[src/rtl/dispatch_queue_pkg.sv]
// Shared widths, instruction-type encodings and operand helpers for the dispatch queue.
package dispatch_queue_pkg;

    localparam int REGBW = 5;
    localparam int ROBBW = 4;

    typedef enum logic [2:0] {
        TYPE_INVALID = 3'd0,
        TYPE_R       = 3'd1,
        TYPE_I       = 3'd2,
        TYPE_LOAD    = 3'd3,
        TYPE_STORE   = 3'd4,
        TYPE_B       = 3'd5,
        TYPE_U       = 3'd6,
        TYPE_J       = 3'd7
    } inst_type_e;

    localparam logic [6:0] OPC_LUI    = 7'b0110111;
    localparam logic [6:0] OPC_AUIPC  = 7'b0010111;
    localparam logic [6:0] OPC_JAL    = 7'b1101111;
    localparam logic [6:0] OPC_JALR   = 7'b1100111;
    localparam logic [6:0] OPC_BRANCH = 7'b1100011;
    localparam logic [6:0] OPC_LOAD   = 7'b0000011;
    localparam logic [6:0] OPC_STORE  = 7'b0100011;
    localparam logic [6:0] OPC_OPIMM  = 7'b0010011;
    localparam logic [6:0] OPC_OP     = 7'b0110011;

    typedef struct packed {
        logic [31:0]      v;
        logic [ROBBW-1:0] q;
    } operand_t;

    function automatic logic is_lsb_type(input inst_type_e t);
        return (t == TYPE_LOAD) || (t == TYPE_STORE);
    endfunction

    // ROB id 0 means "no dependency", so it must never match a CDB broadcast.
    function automatic operand_t resolve_operand(
        input logic [REGBW-1:0] rs,
        input logic [31:0]      v_rf,
        input logic [ROBBW-1:0] q_rf,
        input logic             cdb_flag,
        input logic [ROBBW-1:0] cdb_rob_id,
        input logic [31:0]      cdb_value
    );
        operand_t op;
        if (rs == '0) begin
            op.v = '0;
            op.q = '0;
        end else if (cdb_flag && (q_rf == cdb_rob_id) && (q_rf != '0)) begin
            op.v = cdb_value;
            op.q = '0;
        end else begin
            op.v = v_rf;
            op.q = q_rf;
        end
        return op;
    endfunction

endpackage

[src/rtl/dispatch_queue_decoder.sv]
// Combinational RV32I format decoder; register fields not used by a format are returned as 0.
module dispatch_queue_decoder
    import dispatch_queue_pkg::*;
(
    input  logic [31:0]      inst,
    output logic [REGBW-1:0] rd,
    output logic [REGBW-1:0] rs1,
    output logic [REGBW-1:0] rs2,
    output logic [31:0]      imm,
    output logic [5:0]       code,
    output inst_type_e       itype
);

    logic [6:0] opc;
    logic [2:0] funct3;
    logic       alt;

    assign opc    = inst[6:0];
    assign funct3 = inst[14:12];

    always_comb begin
        itype = TYPE_INVALID;
        case (opc)
            OPC_LUI, OPC_AUIPC:  itype = TYPE_U;
            OPC_JAL:             itype = TYPE_J;
            OPC_JALR, OPC_OPIMM: itype = TYPE_I;
            OPC_BRANCH:          itype = TYPE_B;
            OPC_LOAD:            itype = TYPE_LOAD;
            OPC_STORE:           itype = TYPE_STORE;
            OPC_OP:              itype = TYPE_R;
            default:             itype = TYPE_INVALID;
        endcase
    end

    always_comb begin
        imm = '0;
        case (itype)
            TYPE_I, TYPE_LOAD: imm = {{20{inst[31]}}, inst[31:20]};
            TYPE_STORE:        imm = {{20{inst[31]}}, inst[31:25], inst[11:7]};
            TYPE_B:            imm = {{19{inst[31]}}, inst[31], inst[7], inst[30:25], inst[11:8], 1'b0};
            TYPE_U:            imm = {inst[31:12], 12'b0};
            TYPE_J:            imm = {{11{inst[31]}}, inst[31], inst[19:12], inst[20], inst[30:21], 1'b0};
            default:           imm = '0;
        endcase
    end

    // Unknown encodings keep every raw field so the RS path sees the full instruction.
    always_comb begin
        rd  = inst[11:7];
        rs1 = inst[19:15];
        rs2 = inst[24:20];
        if (itype == TYPE_STORE || itype == TYPE_B)
            rd = '0;
        if (itype == TYPE_U || itype == TYPE_J)
            rs1 = '0;
        if (itype == TYPE_I || itype == TYPE_LOAD || itype == TYPE_U || itype == TYPE_J)
            rs2 = '0;
    end

    // Bit 30 only distinguishes SUB/SRA/SRAI; elsewhere it is immediate data.
    assign alt  = inst[30] && ((itype == TYPE_R) || (opc == OPC_OPIMM && funct3[1:0] == 2'b01));
    assign code = {alt, ((itype == TYPE_U || itype == TYPE_J) ? 3'b000 : funct3), opc[5:4]};

endmodule

[src/rtl/dispatch_queue.sv]
// Instruction buffer between fetch and the RS/LSB: FIFO of fetched instructions with head decode,
// operand resolution against the register file and CDB, and a registered dispatch bundle.
module dispatch_queue
    import dispatch_queue_pkg::*;
#(
    parameter int DEPTH = 4,
    parameter int PTRBW = 2
) (
    input  logic             clk,
    input  logic             rst,
    input  logic             flush,
    input  logic             inst_flag,
    input  logic [31:0]      inst,
    input  logic [31:0]      inst_IF_pc,
    input  logic [31:0]      inst_IF_jpc,
    output logic             queue_full,
    input  logic             rob_full,
    input  logic             rs_full,
    input  logic             lsb_full,
    input  logic [ROBBW-1:0] inst_ROB_ava_id,
    output logic [REGBW-1:0] rs1_RF,
    output logic [REGBW-1:0] rs2_RF,
    input  logic [31:0]      V1_RF,
    input  logic [31:0]      V2_RF,
    input  logic [ROBBW-1:0] Q1_RF,
    input  logic [ROBBW-1:0] Q2_RF,
    input  logic             cdb_flag,
    input  logic [ROBBW-1:0] cdb_rob_id,
    input  logic [31:0]      cdb_value,
    output logic             inst_ID_flag,
    output logic [REGBW-1:0] inst_ID_rd,
    output logic [REGBW-1:0] inst_ID_rs1,
    output logic [REGBW-1:0] inst_ID_rs2,
    output logic [31:0]      inst_ID_A,
    output logic [5:0]       inst_ID_code,
    output logic [2:0]       inst_ID_type,
    output logic [31:0]      inst_ID_V1,
    output logic [31:0]      inst_ID_V2,
    output logic [ROBBW-1:0] inst_ID_Q1,
    output logic [ROBBW-1:0] inst_ID_Q2,
    output logic [31:0]      inst_ID_pc,
    output logic [31:0]      inst_ID_jpc,
    output logic [ROBBW-1:0] inst_ID_rob_id,
    output logic             inst_ID_to_lsb
);

    localparam logic [PTRBW:0] FULL_COUNT = (PTRBW+1)'(DEPTH);

    logic [31:0] inst_mem [DEPTH];
    logic [31:0] pc_mem   [DEPTH];
    logic [31:0] jpc_mem  [DEPTH];

    logic [PTRBW-1:0] head;
    logic [PTRBW-1:0] tail;
    logic [PTRBW:0]   count;
    logic [PTRBW:0]   count_next;

    logic [REGBW-1:0] dec_rd;
    logic [REGBW-1:0] dec_rs1;
    logic [REGBW-1:0] dec_rs2;
    logic [31:0]      dec_imm;
    logic [5:0]       dec_code;
    inst_type_e       dec_type;
    logic             dec_to_lsb;

    logic     enq;
    logic     deq;
    operand_t op1;
    operand_t op2;

    dispatch_queue_decoder u_decoder (
        .inst  (inst_mem[head]),
        .rd    (dec_rd),
        .rs1   (dec_rs1),
        .rs2   (dec_rs2),
        .imm   (dec_imm),
        .code  (dec_code),
        .itype (dec_type)
    );

    assign dec_to_lsb = is_lsb_type(dec_type);
    assign rs1_RF     = dec_rs1;
    assign rs2_RF     = dec_rs2;

    assign op1 = resolve_operand(dec_rs1, V1_RF, Q1_RF, cdb_flag, cdb_rob_id, cdb_value);
    assign op2 = resolve_operand(dec_rs2, V2_RF, Q2_RF, cdb_flag, cdb_rob_id, cdb_value);

    // queue_full is registered, so a full queue never accepts even while draining.
    assign enq = inst_flag && !queue_full && !flush;
    assign deq = (count != '0) && !rob_full && !flush && (dec_to_lsb ? !lsb_full : !rs_full);

    always_comb begin
        count_next = count;
        case ({enq, deq})
            2'b10:   count_next = count + 1'b1;
            2'b01:   count_next = count - 1'b1;
            default: count_next = count;
        endcase
    end

    always_ff @(posedge clk) begin
        if (enq) begin
            inst_mem[tail] <= inst;
            pc_mem[tail]   <= inst_IF_pc;
            jpc_mem[tail]  <= inst_IF_jpc;
        end
    end

    always_ff @(posedge clk or posedge rst) begin
        if (rst) begin
            head           <= '0;
            tail           <= '0;
            count          <= '0;
            queue_full     <= 1'b0;
            inst_ID_flag   <= 1'b0;
            inst_ID_rd     <= '0;
            inst_ID_rs1    <= '0;
            inst_ID_rs2    <= '0;
            inst_ID_A      <= '0;
            inst_ID_code   <= '0;
            inst_ID_type   <= '0;
            inst_ID_V1     <= '0;
            inst_ID_V2     <= '0;
            inst_ID_Q1     <= '0;
            inst_ID_Q2     <= '0;
            inst_ID_pc     <= '0;
            inst_ID_jpc    <= '0;
            inst_ID_rob_id <= '0;
            inst_ID_to_lsb <= 1'b0;
        end else if (flush) begin
            head         <= '0;
            tail         <= '0;
            count        <= '0;
            queue_full   <= 1'b0;
            inst_ID_flag <= 1'b0;
        end else begin
            if (enq)
                tail <= tail + 1'b1;
            if (deq)
                head <= head + 1'b1;
            count        <= count_next;
            queue_full   <= (count_next == FULL_COUNT);
            inst_ID_flag <= deq;
            if (deq) begin
                inst_ID_rd     <= dec_rd;
                inst_ID_rs1    <= dec_rs1;
                inst_ID_rs2    <= dec_rs2;
                inst_ID_A      <= dec_imm;
                inst_ID_code   <= dec_code;
                inst_ID_type   <= dec_type;
                inst_ID_V1     <= op1.v;
                inst_ID_V2     <= op2.v;
                inst_ID_Q1     <= op1.q;
                inst_ID_Q2     <= op2.q;
                inst_ID_pc     <= pc_mem[head];
                inst_ID_jpc    <= jpc_mem[head];
                inst_ID_rob_id <= inst_ROB_ava_id;
                inst_ID_to_lsb <= dec_to_lsb;
            end
        end
    end

endmodule
[config.mk]
export PLATFORM = sky130hd
export DESIGN_NAME = dispatch_queue
export DESIGN_NICKNAME = d
export VERILOG_FILES = /design/src/rtl/dispatch_queue_pkg.sv /design/src/rtl/dispatch_queue_decoder.sv /design/src/rtl/dispatch_queue.sv
export SDC_FILE = /design/constraint.sdc
export NUM_CORES = 1
export LEC_CHECK = 0
export CAP_MARGIN = 0
export CELL_PAD_IN_SITES_DETAIL_PLACEMENT = 0
export CELL_PAD_IN_SITES_GLOBAL_PLACEMENT = 2
export CORE_MARGIN = 2
export CORE_UTILIZATION = 46
export DETAILED_ROUTE_END_ITERATION = 10
export DONT_BUFFER_PORTS = 1
export HOLD_SLACK_MARGIN = 0.15
export PLACE_DENSITY = 0.82
export SETUP_SLACK_MARGIN = 0.2
export SLEW_MARGIN = 10
export SYNTH_ARGS = -nofsm -noshare
export SYNTH_HDL_FRONTEND = slang
export SYNTH_HIERARCHICAL = 1
export SYNTH_SLANG_ARGS = --single-unit
[constraint.sdc]
create_clock -name clk -period 10 [get_ports clk]
set_input_delay 2.5 -clock clk [delete_from_list [all_inputs] [get_ports clk]]
set_output_delay 2.5 -clock clk [all_outputs]
set_load 0.005 [all_outputs]
==> results.md, run 1 <==
| Item | This run | Unit |
|---|---|---|
| Post-Synth XOR/XNOR Area | 0.00408 | - |
| Mux cell area share after synthesis | 0.146 | - |
| CTS hold repair buffers | 0 | - |
| Area enclosed by the die boundary | 53100 | um^2 |
| WL per Instance | 27.9 | um |
| Cell repeated most along the worst path | buf_4 | - |
| Register-to-Register Setup Slack | 4.82 | ns |
| Total negative slack | 0 | ns |
| Total of flip-flops plus latches after synthesis | 590 | - |
| Area of the core | 51000 | um^2 |
| Global routing usage summed across all routing layers | 0.215 | - |
| Highest net fanout along the worst path | 45 | - |
| Post-CTS setup buffer count | 0 | - |
| Number of warnings reported in the yosys synthesis log | 6 | - |
| Die span in y | 230 | um |
| Via count of the first global-routing pass | 12500 | - |
| Fin crit period | 6.29 | ns |
| H-tree depth | 2 | - |
| Start point of the worst min-delay path | inst_ID_V2[11] | - |
| Num CTS Buffers | 60 | - |
| Fin cells | 2066 | - |
| Crit Path Category | reg2out | - |
| Vias | 12000 | - |
| Worst setup slack before clock tree synthesis | 4.16 | ns |
| Gate count of the mapped netlist | 1339 | - |
| Worst Hold Depth | 2 | - |
| Async set-reset flop share out of synthesis | 0.349 | - |
| Sequential area share after synthesis | 0.707 | - |
| Areal power density over the cells | 233 | nW/um^2 |
| Residual overflow from global routing | 0 | - |
| Top achievable clock speed | 0.159 | GHz |
| Type of element launching the critical path | register | - |
| Synth Area in Simple Gates | 0.0445 | - |
| Syn Std Cell Area | 23600 | um^2 |
| Buffer type at the clock tree root | clkbuf_16 | - |
| Top cells by count, synth | edfxtp_1 (384), dfrtp_1 (206), mux2_2 (105) | - |
| Floorplan row count | 83 | - |
| DRT Pass-1 Iters | 5 | - |
| Dominant combinational cell family by area after synthesis | multiplexers | - |
| Clock slew at the register clock pins of the worst setup and hold paths | 0.06 | ns |
| Cell with the most instances after synthesis | edfxtp_1 | - |
| Syn-to-layout area delta | 11.2 | % |
| Slowest stage delay, CP | 0.86 | ns |
| Post-detailed-routing wire length | 57.6 | mm |
| Worst clock skew on the final layout | 0.0482 | ns |
| Met1 Use GR | 0.251 | - |
| Met2 Use GR | 0.361 | - |
| Number of flops mapped to enable cells by yosys | 384 | - |
| Total instance count after detailed placement | 1950 | - |
| Crit path max-delay cell type | buf_4 | - |
| Launching point of the worst reg2reg path | head[1] | - |
| Final setup violation count | 0 | - |
| Final nets | 1554 | - |
| Outcome | completed | - |
| Arrival @ worst endpoint | 3.79 | ns |
| CTS resizes | 0 | - |
| Setup crit end kind | primary output | - |
| Leakage dissipation | 10.1 | nW |
| Vias per cell | 5.83 | - |
| Hold crit path type | reg2reg | - |
| Ordered list of cells on the worst path | buf_4 > buf_4 > mux4_2 > nor2b_1 | - |
| Largest cells by area after synthesis | edfxtp_1 (49%), dfrtp_1 (22%), mux4_2 (9.2%) | - |
| Number of antenna violations at the first check in global routing | 1 | - |
| Library cells used by synthesis | 64 | - |
| Number of nets produced by synthesis | 1561 | - |
| Count of final max-slew check failures | 0 | - |
| Per-instance average area after synthesis | 17.6 | um^2 |
| Drt first-iter violations | 763 | - |
| Period Utilization, post-route | 0.629 | - |
| Fraction of synthesized cell area taken by the top area cell type | 0.489 | - |
| Initial Util | 0.463 | - |
| Data required, critical path | 7.50 | ns |
| End point of the worst hold path | inst_ID_V2[11] | - |
| Deepest clock path buffer count | 3 | - |
| Sinks on the clock net | 590 | - |
| TritonCTS clock tree | done | - |
| Global placement routability congestion | 0.849 | - |
| GR met3 Demand/Resource | 0.0902 | - |
| Cell taking the most area after synthesis | edfxtp_1 | - |
| Count of port buffers added during placement | 0 | - |
| Fraction of final layout cells sized beyond drive strength 1 | 0.246 | - |
| Worst rel slew slack | 0.209 | - |
| Share of the synthesized area in compound gates (AO/OA/AOI/OAI) | 0.0731 | - |
| DPL Wire Length | 37.4 | mm |
| Total count of hold-check failures in the final report | 0 | - |
| Tightest Pin Transition | 1.18 | ns |
| Die Span X | 230 | um |
| Most utilized layer in the global route result | met2 | - |
| Depth of the worst register-to-register path | 10 | - |
| Worst-skew pair later-pin latency | 0.66 | ns |
| Number of maximum-capacitance constraint violations | 0 | - |
| Reg-to-Reg End | inst_ID_A[1] | - |
| Global-route wire length before repair | 84.3 | mm |
| IO Count | 425 | - |
| Most common flop cell mapped by yosys | edfxtp_1 | - |
| Unrepaired setup endpoints after global routing | false | - |
| Util after Layout | 0.515 | - |
| DRC | 0 | - |
| Adder and majority cell fraction of the synthesized area | 0.00350 | - |
| Largest net degree at the start of global routing | 90 | - |
| Antenna-violating nets left | 0 | - |
| Worst VDD drop | 0.158 | mV |
| Least setup slack across all paths after layout | 3.71 | ns |
## cell usage in the layout, fill, tap and decap left out, types with 15 or more instances in the layout
cell	n
o211a_1	32
mux2_2	105
a21oi_1	33
and3_1	37
clkbuf_16	62
mux4_2	96
dfrtp_1	204
nor2_1	19
o21ai_0	32
a221o_1	29
a22o_1	36
a21o_1	21
nand2_1	81
edfxtp_1	384
and2_1	15
buf_4	20
## logic make-up after synthesis
family,count (synthesis)
compound gates,218
mux,211
simple gates,202
fa+ha+maj,6
flops,590
xor+xnor,11
buf+inv,101
## worst max-delay path, delay by kind of cell (launching register included)
family	cells	cell delay (ns)
flip-flops	1	0.69
AND/OR/NAND/NOR	1	0.22
multiplexers	1	0.70
buffers and inverters	2	1.52
## layout make-up
| cell class | count | area (um^2) |
|---|---|---|
| clock buffer | 80 | 1670 |
| inverter | 12 | 57.6 |
| clock inverter | 34 | 390 |
| fill | 4093 | 24700 |
| multi-input combinational | 648 | 6430 |
| timing repair buffer | 20 | 150 |
| sequential | 590 | 16700 |
| antenna | 2 | 5.00 |
| tap | 680 | 851 |
## flip-flops by register name, indices dropped and copies added, names as in the netlist, 5 cells and up
| name | cells |
|---|---|
| inst_ID_pc | 32 |
| jpc_mem | 128 |
| pc_mem | 128 |
| inst_mem | 128 |
| inst_ID_rs1 | 5 |
| inst_ID_jpc | 32 |
| inst_ID_code | 6 |
| inst_ID_A | 32 |
| inst_ID_V1 | 32 |
| inst_ID_rs2 | 5 |
| inst_ID_V2 | 32 |
| inst_ID_rd | 5 |
## how the worst max path moves through the flow
| stage | from | endpoint | slack, ns | cells past startpoint |
|---|---|---|---|---|
| detailed placement | head[0] | rs2_RF[4] | 4.16 | 4 |
| floorplan | rst | count[0] | 1.88 | 1 |
| CTS | head[0] | rs2_RF[4] | 3.49 | 4 |
| global route | head[0] | rs2_RF[4] | 3.34 | 4 |
| global placement | head[0] | rs2_RF[2] | 4.21 | 4 |
| finish | head[0] | rs2_RF[4] | 3.71 | 4 |
## stage by stage
| step | power [mW] | hold WS [ns] | area, um^2 |
|---|---|---|---|
| 5_1_grt | 6.35 | 0.540 | 26200 |
| 2_1_floorplan | 3.65 | 0.470 | 23600 |
| 6_report | 6.11 | 0.505 | 26300 |
| 3_3_place_gp | 3.85 | 0.487 | 24200 |
| 3_5_place_dp | 3.88 | 0.498 | 24200 |
| 4_1_cts | 6.18 | 0.512 | 26200 |
## layer usage
layer | up-vias | part of all wire
met5 | - | 0
met4 | 0 | 0.029
met3 | 85 | 0.11
met2 | 459 | 0.50
met1 | 6257 | 0.37
li1 | 5243 | -
## power breakdown
part | internal [mW] | switching, mW | leakage (nW)
clock network | 1.34 | 0.955 | 0.999
logic | 0.286 | 0.238 | 2.96
registers | 2.97 | 0.324 | 6.12
total | 4.59 | 1.52 | 10.1
Power figures use the tool's default switching activity.
==> run 2: changes to the inputs <==
--- a/config.mk
+++ b/config.mk
@@ -5,15 +5,16 @@
 export SDC_FILE = /design/constraint.sdc
 export NUM_CORES = 1
 export LEC_CHECK = 0
+export ABC_AREA = 1
 export CAP_MARGIN = 0
 export CELL_PAD_IN_SITES_DETAIL_PLACEMENT = 0
 export CELL_PAD_IN_SITES_GLOBAL_PLACEMENT = 2
 export CORE_MARGIN = 2
-export CORE_UTILIZATION = 46
+export CORE_UTILIZATION = 40
 export DETAILED_ROUTE_END_ITERATION = 10
 export DONT_BUFFER_PORTS = 1
 export HOLD_SLACK_MARGIN = 0.15
-export PLACE_DENSITY = 0.82
+export PLACE_DENSITY = 0.81
 export SETUP_SLACK_MARGIN = 0.2
 export SLEW_MARGIN = 10
 export SYNTH_ARGS = -nofsm -noshare
==> constraint.sdc (replaced) <==
create_clock -name clk -period 6.4 [get_ports clk]
set_input_delay 1.6 -clock clk [delete_from_list [all_inputs] [get_ports clk]]
set_output_delay 1.6 -clock clk [all_outputs]
set_load 0.005 [all_outputs]
==> run 2 against run 1 <==
Effect of this change:
- worst hold slack got worse by 0.00074 ns
- first-iteration DRC count rose by 87%
- power rose by 62%
- largest cell class unchanged
- largest power group unchanged
- highest routed layer unchanged
==> results.md, run 2 <==
| Item | This run | Unit |
|---|---|---|
| Sinks on the clock net | 590 | - |
| Floorplan row count | 90 | - |
| Syn Std Cell Area | 24500 | um^2 |
| Per-instance average area after synthesis | 10.5 | um^2 |
| Global routing usage summed across all routing layers | 0.210 | - |
| TritonCTS clock tree | done | - |
| Initial Util | 0.405 | - |
| Hold Slack | 0.505 | ns |
| Vias per cell | 5.29 | - |
| DRC | 0 | - |
| Via count of the first global-routing pass | 16200 | - |
| WL per Instance | 21.8 | um |
| Type of element launching the critical path | register | - |
| Number of nets produced by synthesis | 2542 | - |
| Number of flops mapped to enable cells by yosys | 384 | - |
| Fraction of synthesized cell area taken by the top area cell type | 0.471 | - |
| Areal power density over the cells | 364 | nW/um^2 |
| Worst clock skew on the final layout | 0.0382 | ns |
| Most common library cell in the layout ignoring fill and taps | nand2_1 | - |
| Fraction of final layout cells sized beyond drive strength 1 | 0.0749 | - |
| Total of flip-flops plus latches after synthesis | 590 | - |
| Setup crit end kind | primary output | - |
| Clock slew at the register clock pins of the worst setup and hold paths | 0.06 | ns |
| Arrival @ worst endpoint | 3.70 | ns |
| DRT Pass-1 Iters | 5 | - |
| Final nets | 2492 | - |
| Crit Path Category | reg2out | - |
| Count of final max-slew check failures | 0 | - |
| Syn-to-layout area delta | 11.3 | % |
| IO Count | 425 | - |
| Post-detailed-routing wire length | 67.5 | mm |
| Die span in y | 251 | um |
| Worst-skew pair later-pin latency | 0.63 | ns |
| Library cells used by synthesis | 29 | - |
| Area of the core | 60400 | um^2 |
| Largest cells by area after synthesis | edfxtp_1 (47%), dfrtp_1 (21%), nand2_1 (10%) | - |
| CTS resizes | 0 | - |
| Sequential area share after synthesis | 0.682 | - |
| Global-route wire length before repair | 101 | mm |
| Global placement routability congestion | 0.834 | - |
| Drt first-iter violations | 1429 | - |
| Cell with the most instances after synthesis | nand2_1 | - |
| Highest net fanout along the worst path | 87 | - |
| Registers with the most flip-flops | inst_mem (128), jpc_mem (128), pc_mem (128) | - |
| Number of warnings reported in the yosys synthesis log | 6 | - |
| Total count of hold-check failures in the final report | 0 | - |
| Deepest clock path buffer count | 3 | - |
| Top cells by count, synth | nand2_1 (662), edfxtp_1 (384), nor2_1 (243) | - |
| Final setup violation count | 0 | - |
| CTS hold repair buffers | 0 | - |
| Worst rel slew slack | 0.232 | - |
| Unrepaired setup endpoints after global routing | false | - |
| Count of port buffers added during placement | 0 | - |
| Period Utilization, post-route | 0.828 | - |
| Antenna-violating nets left | 0 | - |
| Data required, critical path | 4.80 | ns |
| Number of maximum-capacitance constraint violations | 0 | - |
| Number of antenna violations at the first check in global routing | 1 | - |
| Leakage dissipation | 11.6 | nW |
| Fin crit period | 5.30 | ns |
| Largest net degree at the start of global routing | 165 | - |
| Top achievable clock speed | 0.189 | GHz |
| Outcome | completed | - |
| H-tree depth | 2 | - |
| Cell taking the most area after synthesis | edfxtp_1 | - |
| Gate count of the mapped netlist | 2320 | - |
| Worst setup slack before clock tree synthesis | 1.69 | ns |
| Most frequent cells in the layout | nand2_1 (662), edfxtp_1 (384), nor2_1 (239) | - |
| Die Span X | 251 | um |
| Post-CTS setup buffer count | 0 | - |
| Most common flop cell mapped by yosys | edfxtp_1 | - |
| Hold crit path type | reg2reg | - |
| Area enclosed by the die boundary | 63100 | um^2 |
| Residual overflow from global routing | 0 | - |
| DPL Wire Length | 42.3 | mm |
| Least setup slack across all paths after layout | 1.10 | ns |
| Antenna fix cells | 0 | - |
| Buffer type at the clock tree root | clkbuf_16 | - |
| Async set-reset flop share out of synthesis | 0.349 | - |
| Num CTS Buffers | 61 | - |
| Tightest Pin Transition | 1.15 | ns |
| Vias | 16400 | - |
| Worst VDD drop | 0.217 | mV |
==> run 2: changes by cell type after synthesis, moves of 96 or more <==
cell	change
mux4_2	-96
nor2_1	+224
o21ai_0	+174
nand2_1	+581
o22ai_1	+96
mux2_2	-105
inv_1	+142
nand3_1	+98
==> run 2: kinds of logic (layout without fill, tap and decap cells) <==
family	after synthesis	after routing	synth area share
flip-flops	590	590	0.682
buffers and inverters	301	303	0.0556
AND/OR/NAND/NOR	1101	1101	0.188
AO/OA/AOI/OAI	320	320	0.0705
adder cells (fa/ha/maj)	6	6	0.00338
XOR/XNOR	2	2	0.000716
==> run 2: critical path: stages (launching register included) <==
cell     delay [ns]
dfrtp_4        0.66
inv_6          0.53
o21ai_0        0.15
o22ai_1        0.44
nor2_4         0.13
nand3_2        0.28
nand2_4        0.18
nor2_1         0.16
nand2_2        0.15
nor2_1         0.32
==> run 2: path summary, 6_finish.rpt <==
path / start / end / slack [ns] / cells past startpoint
min: inst_ID_V2[13] / inst_ID_V2[13] / 0.50 / 2
max reg2reg: head[0] / queue_full / 1.66 / 23
min reg2reg: inst_ID_V2[13] / inst_ID_V2[13] / 0.50 / 2
max: head[0] / rs2_RF[0] / 1.10 / 9
max in group asynchronous: rst / head[0] / 4.44 / 2
min in group asynchronous: rst / inst_ID_V2[4] / 1.07 / 2
==> run 2: layout make-up <==
cell class	instances	area [um^2]
flip-flops and latches	590	16700
multi-input cells	1429	6440
clock buffers	80	1730
fillers	5653	33100
inverters	162	621
well taps	782	978
clock inverters	35	477
repair buffers	26	283
==> run 2: per-stage QoR <==
step | TNS (ns) | area (um^2) | instances | util | total power, mW
floorplan | -3.63 | 24500 | 2320 | - | 5.79
finish | 0 | 27200 | 3104 | 0.451 | 9.92
detailed placement | 0 | 25000 | 2989 | 0.415 | 6.20
CTS | 0 | 27200 | 3104 | 0.451 | 10.0
global route | 0 | 27200 | 3104 | 0.451 | 10.4
global placement | 0 | 25000 | 2989 | 0.415 | 6.18
==> run 2: report_power, final <==
group	total, mW	switching [mW]	internal (mW)
Combinational	0.953	0.632	0.321
Sequential	5.17	0.521	4.65
Clock	3.80	1.49	2.31
Total	9.92	2.65	7.28
==> run 2: routing by layer <==
metal	part of all wire	vias up	GRT usage
met1	0.41	8058	0.266
met2	0.46	537	0.333
met3	0.10	100	0.0812
met5	0	-	0
met4	0.028	0	0.0645
li1	-	7715	-
